===== src/rtl/sram_arb_pkg.sv =====
//------------------------------------------------------------------------------
// Module  : sram_arb_pkg
// Purpose : Shared constants and helpers for the SRAM port arbiter.
// Rev     : 1.0 - initial release
//------------------------------------------------------------------------------
`default_nettype none

package sram_arb_pkg;

  typedef logic [1:0] owner_t;

  localparam owner_t OWN_NONE = 2'd0;
  localparam owner_t OWN_INST = 2'd1;
  localparam owner_t OWN_DATA = 2'd2;

  localparam int STARVE_MAX_DEFAULT = 4;

  function automatic int be_width(input int data_w);
    return data_w / 8;
  endfunction

endpackage

`default_nettype wire


===== src/rtl/arb_starve_cnt.sv =====
//------------------------------------------------------------------------------
// Module  : arb_starve_cnt
// Purpose : Saturating count of data grants taken while fetch is waiting.
// Rev     : 1.0 - initial release
//------------------------------------------------------------------------------
`default_nettype none

module arb_starve_cnt
  import sram_arb_pkg::*;
#(
  parameter int STARVE_MAX = STARVE_MAX_DEFAULT
) (
  input  logic clk,
  input  logic reset,
  input  logic inc,
  input  logic clr,
  output logic sat
);

  localparam logic [3:0] C_MAX = 4'(STARVE_MAX);

  logic [3:0] r_cnt;

  if ((STARVE_MAX < 1) || (STARVE_MAX > 15)) begin : g_bad_starve_max
    $error("arb_starve_cnt: STARVE_MAX must be within 1..15");
  end

  always_ff @(posedge clk or posedge reset) begin
    if (reset) begin
      r_cnt <= 4'd0;
    end else if (clr) begin
      r_cnt <= 4'd0;
    end else if (inc && (r_cnt < C_MAX)) begin
      r_cnt <= r_cnt + 4'd1;
    end
  end

  assign sat = (r_cnt >= C_MAX);

endmodule

`default_nettype wire


===== src/rtl/sram_port_arbiter.sv =====
//------------------------------------------------------------------------------
// Module  : sram_port_arbiter
// Purpose : Shares one synchronous SRAM port between fetch and load/store.
// Rev     : 1.0 - initial release
//------------------------------------------------------------------------------
`default_nettype none

module sram_port_arbiter
  import sram_arb_pkg::*;
#(
  parameter int ADDR_W     = 32,
  parameter int DATA_W     = 32,
  parameter int STARVE_MAX = STARVE_MAX_DEFAULT
) (
  input  logic                        clk,
  input  logic                        reset,
  input  logic                        inst_req,
  input  logic [ADDR_W-1:0]           inst_addr,
  input  logic                        inst_flush,
  output logic                        inst_gnt,
  output logic                        inst_rvalid,
  output logic [DATA_W-1:0]           inst_rdata,
  input  logic                        data_req,
  input  logic                        data_wr,
  input  logic [be_width(DATA_W)-1:0] data_wen,
  input  logic [ADDR_W-1:0]           data_addr,
  input  logic [DATA_W-1:0]           data_wdata,
  output logic                        data_gnt,
  output logic                        data_rvalid,
  output logic [DATA_W-1:0]           data_rdata,
  output logic                        mem_en,
  output logic [be_width(DATA_W)-1:0] mem_wen,
  output logic [ADDR_W-1:0]           mem_addr,
  output logic [DATA_W-1:0]           mem_wdata,
  input  logic [DATA_W-1:0]           mem_rdata
);

  localparam int BE_W = be_width(DATA_W);

  if ((DATA_W % 8) != 0) begin : g_bad_data_w
    $error("sram_port_arbiter: DATA_W must be a multiple of 8");
  end

  owner_t r_resp_owner;
  logic   w_starve_sat;
  logic   w_starve_inc;
  logic   w_starve_clr;

  // Data wins unless fetch has already waited out the full starvation budget.
  // Grants are held off while reset is asserted so every output reads 0.
  always_comb begin
    inst_gnt = 1'b0;
    data_gnt = 1'b0;
    if (!reset) begin
      if (data_req && !(inst_req && w_starve_sat)) begin
        data_gnt = 1'b1;
      end else if (inst_req) begin
        inst_gnt = 1'b1;
      end
    end
  end

  always_comb begin
    mem_en    = 1'b0;
    mem_wen   = '0;
    mem_addr  = '0;
    mem_wdata = '0;
    if (inst_gnt) begin
      mem_en   = 1'b1;
      mem_addr = inst_addr;
    end else if (data_gnt) begin
      mem_en    = 1'b1;
      mem_addr  = data_addr;
      mem_wdata = data_wdata;
      mem_wen   = data_wr ? data_wen : {BE_W{1'b0}};
    end
  end

  assign w_starve_inc = data_gnt & inst_req;
  assign w_starve_clr = inst_gnt | ~inst_req;

  arb_starve_cnt #(
    .STARVE_MAX (STARVE_MAX)
  ) u_starve_cnt (
    .clk   (clk),
    .reset (reset),
    .inc   (w_starve_inc),
    .clr   (w_starve_clr),
    .sat   (w_starve_sat)
  );

  always_ff @(posedge clk or posedge reset) begin
    if (reset) begin
      r_resp_owner <= OWN_NONE;
    end else if (inst_gnt) begin
      r_resp_owner <= OWN_INST;
    end else if (data_gnt && !data_wr) begin
      r_resp_owner <= OWN_DATA;
    end else begin
      r_resp_owner <= OWN_NONE;
    end
  end

  // rdata registers only load on a delivered response; a flush keeps the old word.
  always_ff @(posedge clk or posedge reset) begin
    if (reset) begin
      inst_rvalid <= 1'b0;
      inst_rdata  <= '0;
      data_rvalid <= 1'b0;
      data_rdata  <= '0;
    end else begin
      inst_rvalid <= 1'b0;
      data_rvalid <= 1'b0;
      if ((r_resp_owner == OWN_INST) && !inst_flush) begin
        inst_rvalid <= 1'b1;
        inst_rdata  <= mem_rdata;
      end
      if (r_resp_owner == OWN_DATA) begin
        data_rvalid <= 1'b1;
        data_rdata  <= mem_rdata;
      end
    end
  end

endmodule

`default_nettype wire


===== config.mk =====
export PLATFORM = sky130hd
export DESIGN_NAME = sram_port_arbiter
export DESIGN_NICKNAME = d
export VERILOG_FILES = /design/src/rtl/sram_arb_pkg.sv /design/src/rtl/arb_starve_cnt.sv /design/src/rtl/sram_port_arbiter.sv
export SDC_FILE = /design/constraint.sdc
export NUM_CORES = 1
export LEC_CHECK = 0
export BUFFER_PORTS_ARGS = -buffer_cell sky130_fd_sc_hd__buf_4
export CAP_MARGIN = 20
export CORE_MARGIN = 5
export CORE_UTILIZATION = 41
export CTS_CLUSTER_DIAMETER = 200
export CTS_CLUSTER_SIZE = 40
export DETAILED_ROUTE_END_ITERATION = 12
export PLACE_DENSITY = 0.8
export REMOVE_ABC_BUFFERS = 1
export SETUP_SLACK_MARGIN = 0.1
export SKIP_CTS_REPAIR_TIMING = 1
export SYNTH_ARGS = -nofsm -noshare
export SYNTH_HDL_FRONTEND = slang
export SYNTH_SLANG_ARGS = --single-unit
export TNS_END_PERCENT = 20

===== constraint.sdc =====
create_clock -name clk -period 2.4 [get_ports clk]
set_input_delay 0 -clock clk [delete_from_list [all_inputs] [get_ports clk]]
set_output_delay 0 -clock clk [all_outputs]
set_load 0.02 [all_outputs]

==> metrics <==
Avg Synthesized Cell Area around 12 um2; Final Max Slew Viols 0; max-cap viol count 0; Post-Syn Area ~0.0038 mm2; vias per cell 5.24; Clock Power Share 0.248; number of synthesized flops with an enable pin 0; Final Hold Fails 0; die width 107 um; first-pass GRT wire length 19300 um; Port Buf Inserts 274; DP Area 0.00589 mm2; Num CTS Buffers 9; IR drop worst, VDD 321 uV; GRT Util Overall 0.214; Netlist cell types 28; 1st-iter DRT viols between 150 and 200; Initial Utilization 0.418; share of power burned in registers 0.383; Ys Warns 0; Area growth, synth to finish 68.4%; Die H 107 um; WL per Instance ~18 um; die area approximately 0.011 mm2; final worst-path cycle share 0.739; layout cells sized above 1 0.579; clk buf depth 2; min Tclk post-route 1.77 ns; Pre-antenna DRT Iters 4; CP Max Fanout 30; CTS sink count 72; DR DRC count 0; total grt overflow 0; final setup TNS 0 ns; Final Cell Area 0.00644 mm2; Row Count 35; worst slew pin tran 0.841 ns; sw frac 0.323; post-detail-place hpwl around 10000 um; HP Class input pin to asynchronous set/reset pin; status finished clean; CTS tree done; Fmax achieved 564 MHz; vias in the first global route between 3k and 4k; vias post-DR about 3.9k; Nets 759; largest net degree at the start of global routing 74; Logic pwr share 0.369; Top FF cell, synth dfrtp_1; register area share after synthesis 0.471; final core utilization 0.704; worst hold slack ~0.14 ns; critical path data required time 2.40 ns; arrival time at the worst endpoint 1.77 ns; Net Switching about 1.4 mW; post-route ant nets 0; Mapped Cells 332; Ports 275; htree depth 3; WL final 13600 um; clock skew 0.00972 ns; Setup crit end kind output pin; FF+latch count, synth 72; clk_lat worst skew 0.33 ns; clock root buffer clkbuf_8; WS Path Type flip-flop to output pin; Core Footprint 0.00915 mm2; diode count 0; RePlAce Congestion 0.862; startpoint types flip-flop; initial antenna violation count 0; clock slew at the register clock pins of the worst setup and hold paths 0.08 ns; relative slew slack 0.439; leak pwr 3.17 nW; PD cells between 600 and 700 mW/mm2; Final setup violation count 0; Int Pwr 2.84 mW; RSZ-0062 raised after global routing no; ys async rst share 1.00
logic make-up (layout without fill, tap and decap cells):
group,Yosys count,count (layout),share of synthesized area
and+or+nand+nor,119,119,0.217
DFF,72,72,0.471
muxes,64,64,0.188
buffers and inverters,39,332,0.0579
AOI/OAI and AO/OA,37,37,0.0628
adders and majority gates,1,1,0.00327
layout by cell type, fill, tap and decap left out, types with 3 or more instances in the layout:
| cell type | n |
|---|---|
| buf_4 | 279 |
| dfrtp_1 | 72 |
| nand3b_1 | 64 |
| mux2_2 | 63 |
| and3_1 | 33 |
| dlygate4sd3_1 | 33 |
| o22ai_1 | 32 |
| clkbuf_8 | 9 |
| nor3_1 | 5 |
| nand2_1 | 4 |
| nor2_1 | 3 |
power groups by stage:
stage	clock network, mW	registers [mW]	logic (mW)
floorplan	0	1.90	0.414
global placement	0	1.61	1.47
detailed placement	0	1.62	1.50
CTS	1.07	1.60	1.50
global route	1.13	1.63	1.64
finish	1.04	1.60	1.54
final timing paths:
| path | startpoint | end | slack (ns) | cells past startpoint |
|---|---|---|---|---|
| min reg2reg | inst_rdata[7]$_DFFE_PP0P_ | inst_rdata[7]$_DFFE_PP0P_ | 0.50 | 1 |
| min in group clk | inst_req | r_resp_owner[0]$_DFF_PP0_ | 0.16 | 2 |
| max in group asynchronous | reset | inst_rdata[13]$_DFFE_PP0P_ | 1.61 | 4 |
| min | reset | data_rdata[16]$_DFFE_PP0P_ | 0.14 | 3 |
| max | u_starve_cnt.r_cnt[2]$_DFFE_PP0P_ | mem_addr[5] | 0.63 | 4 |
| max reg2reg | r_resp_owner[1]$_DFF_PP0_ | inst_rdata[12]$_DFFE_PP0P_ | 0.85 | 3 |
Yosys cell counts (all sizes together), types with 2 or more instances:
cell,instances,share of area
nand2b,2,0.0033
nor3b,3,0.010
o22ai,32,0.052
dfrtp,72,0.47
inv,2,0.0020
clkbuf,19,0.019
mux2,64,0.19
nor2,3,0.0029
nand2,4,0.0039
a32o,2,0.0052
buf,18,0.037
and3,33,0.054
nor3,5,0.0065
nand3b,64,0.13
stage by stage:
step	std cells	power, mW	setup slack (ns)
finish	736	4.19	0.627
floorplan	295	2.31	0.354
CTS	703	4.16	0.609
detailed placement	687	3.12	0.858
global route	736	4.40	0.503
global placement	687	3.07	0.896
worst max-delay path, stage by stage, from the launching register on:
cell and delay (ns):
dfrtp_1 0.47, nor3b_4 0.29, buf_4 0.37, o22ai_1 0.13, buf_4 0.18
metal layers:
metal | part of all wire | vias to the layer above | wire length, um | track usage
li1 | - | 1800 | - | -
met1 | 0.35 | 1838 | 4820 | 0.231
met2 | 0.51 | 197 | 6920 | 0.368
met3 | 0.11 | 23 | 1550 | 0.0981
met4 | 0.024 | 0 | 325 | 0.0758
met5 | 0 | - | 0 | 0
final cells by class:
class	count	area, um2
tap	111	139
inverter	2	7.51
multi-input combinational	221	1810
timing repair buffer	314	2460
clock buffer	10	128
clock inverter	6	92.6
sequential	72	1800
fill	676	2710
flip-flops by register name, summed over array words and instances, names as in the netlist:
name,flops
data_rdata,32
u_starve_cnt.r_cnt,4
inst_rdata,32
r_resp_owner,2
inst_rvalid,1
data_rvalid,1
Note: power is estimated with default switching activity, not from simulation.
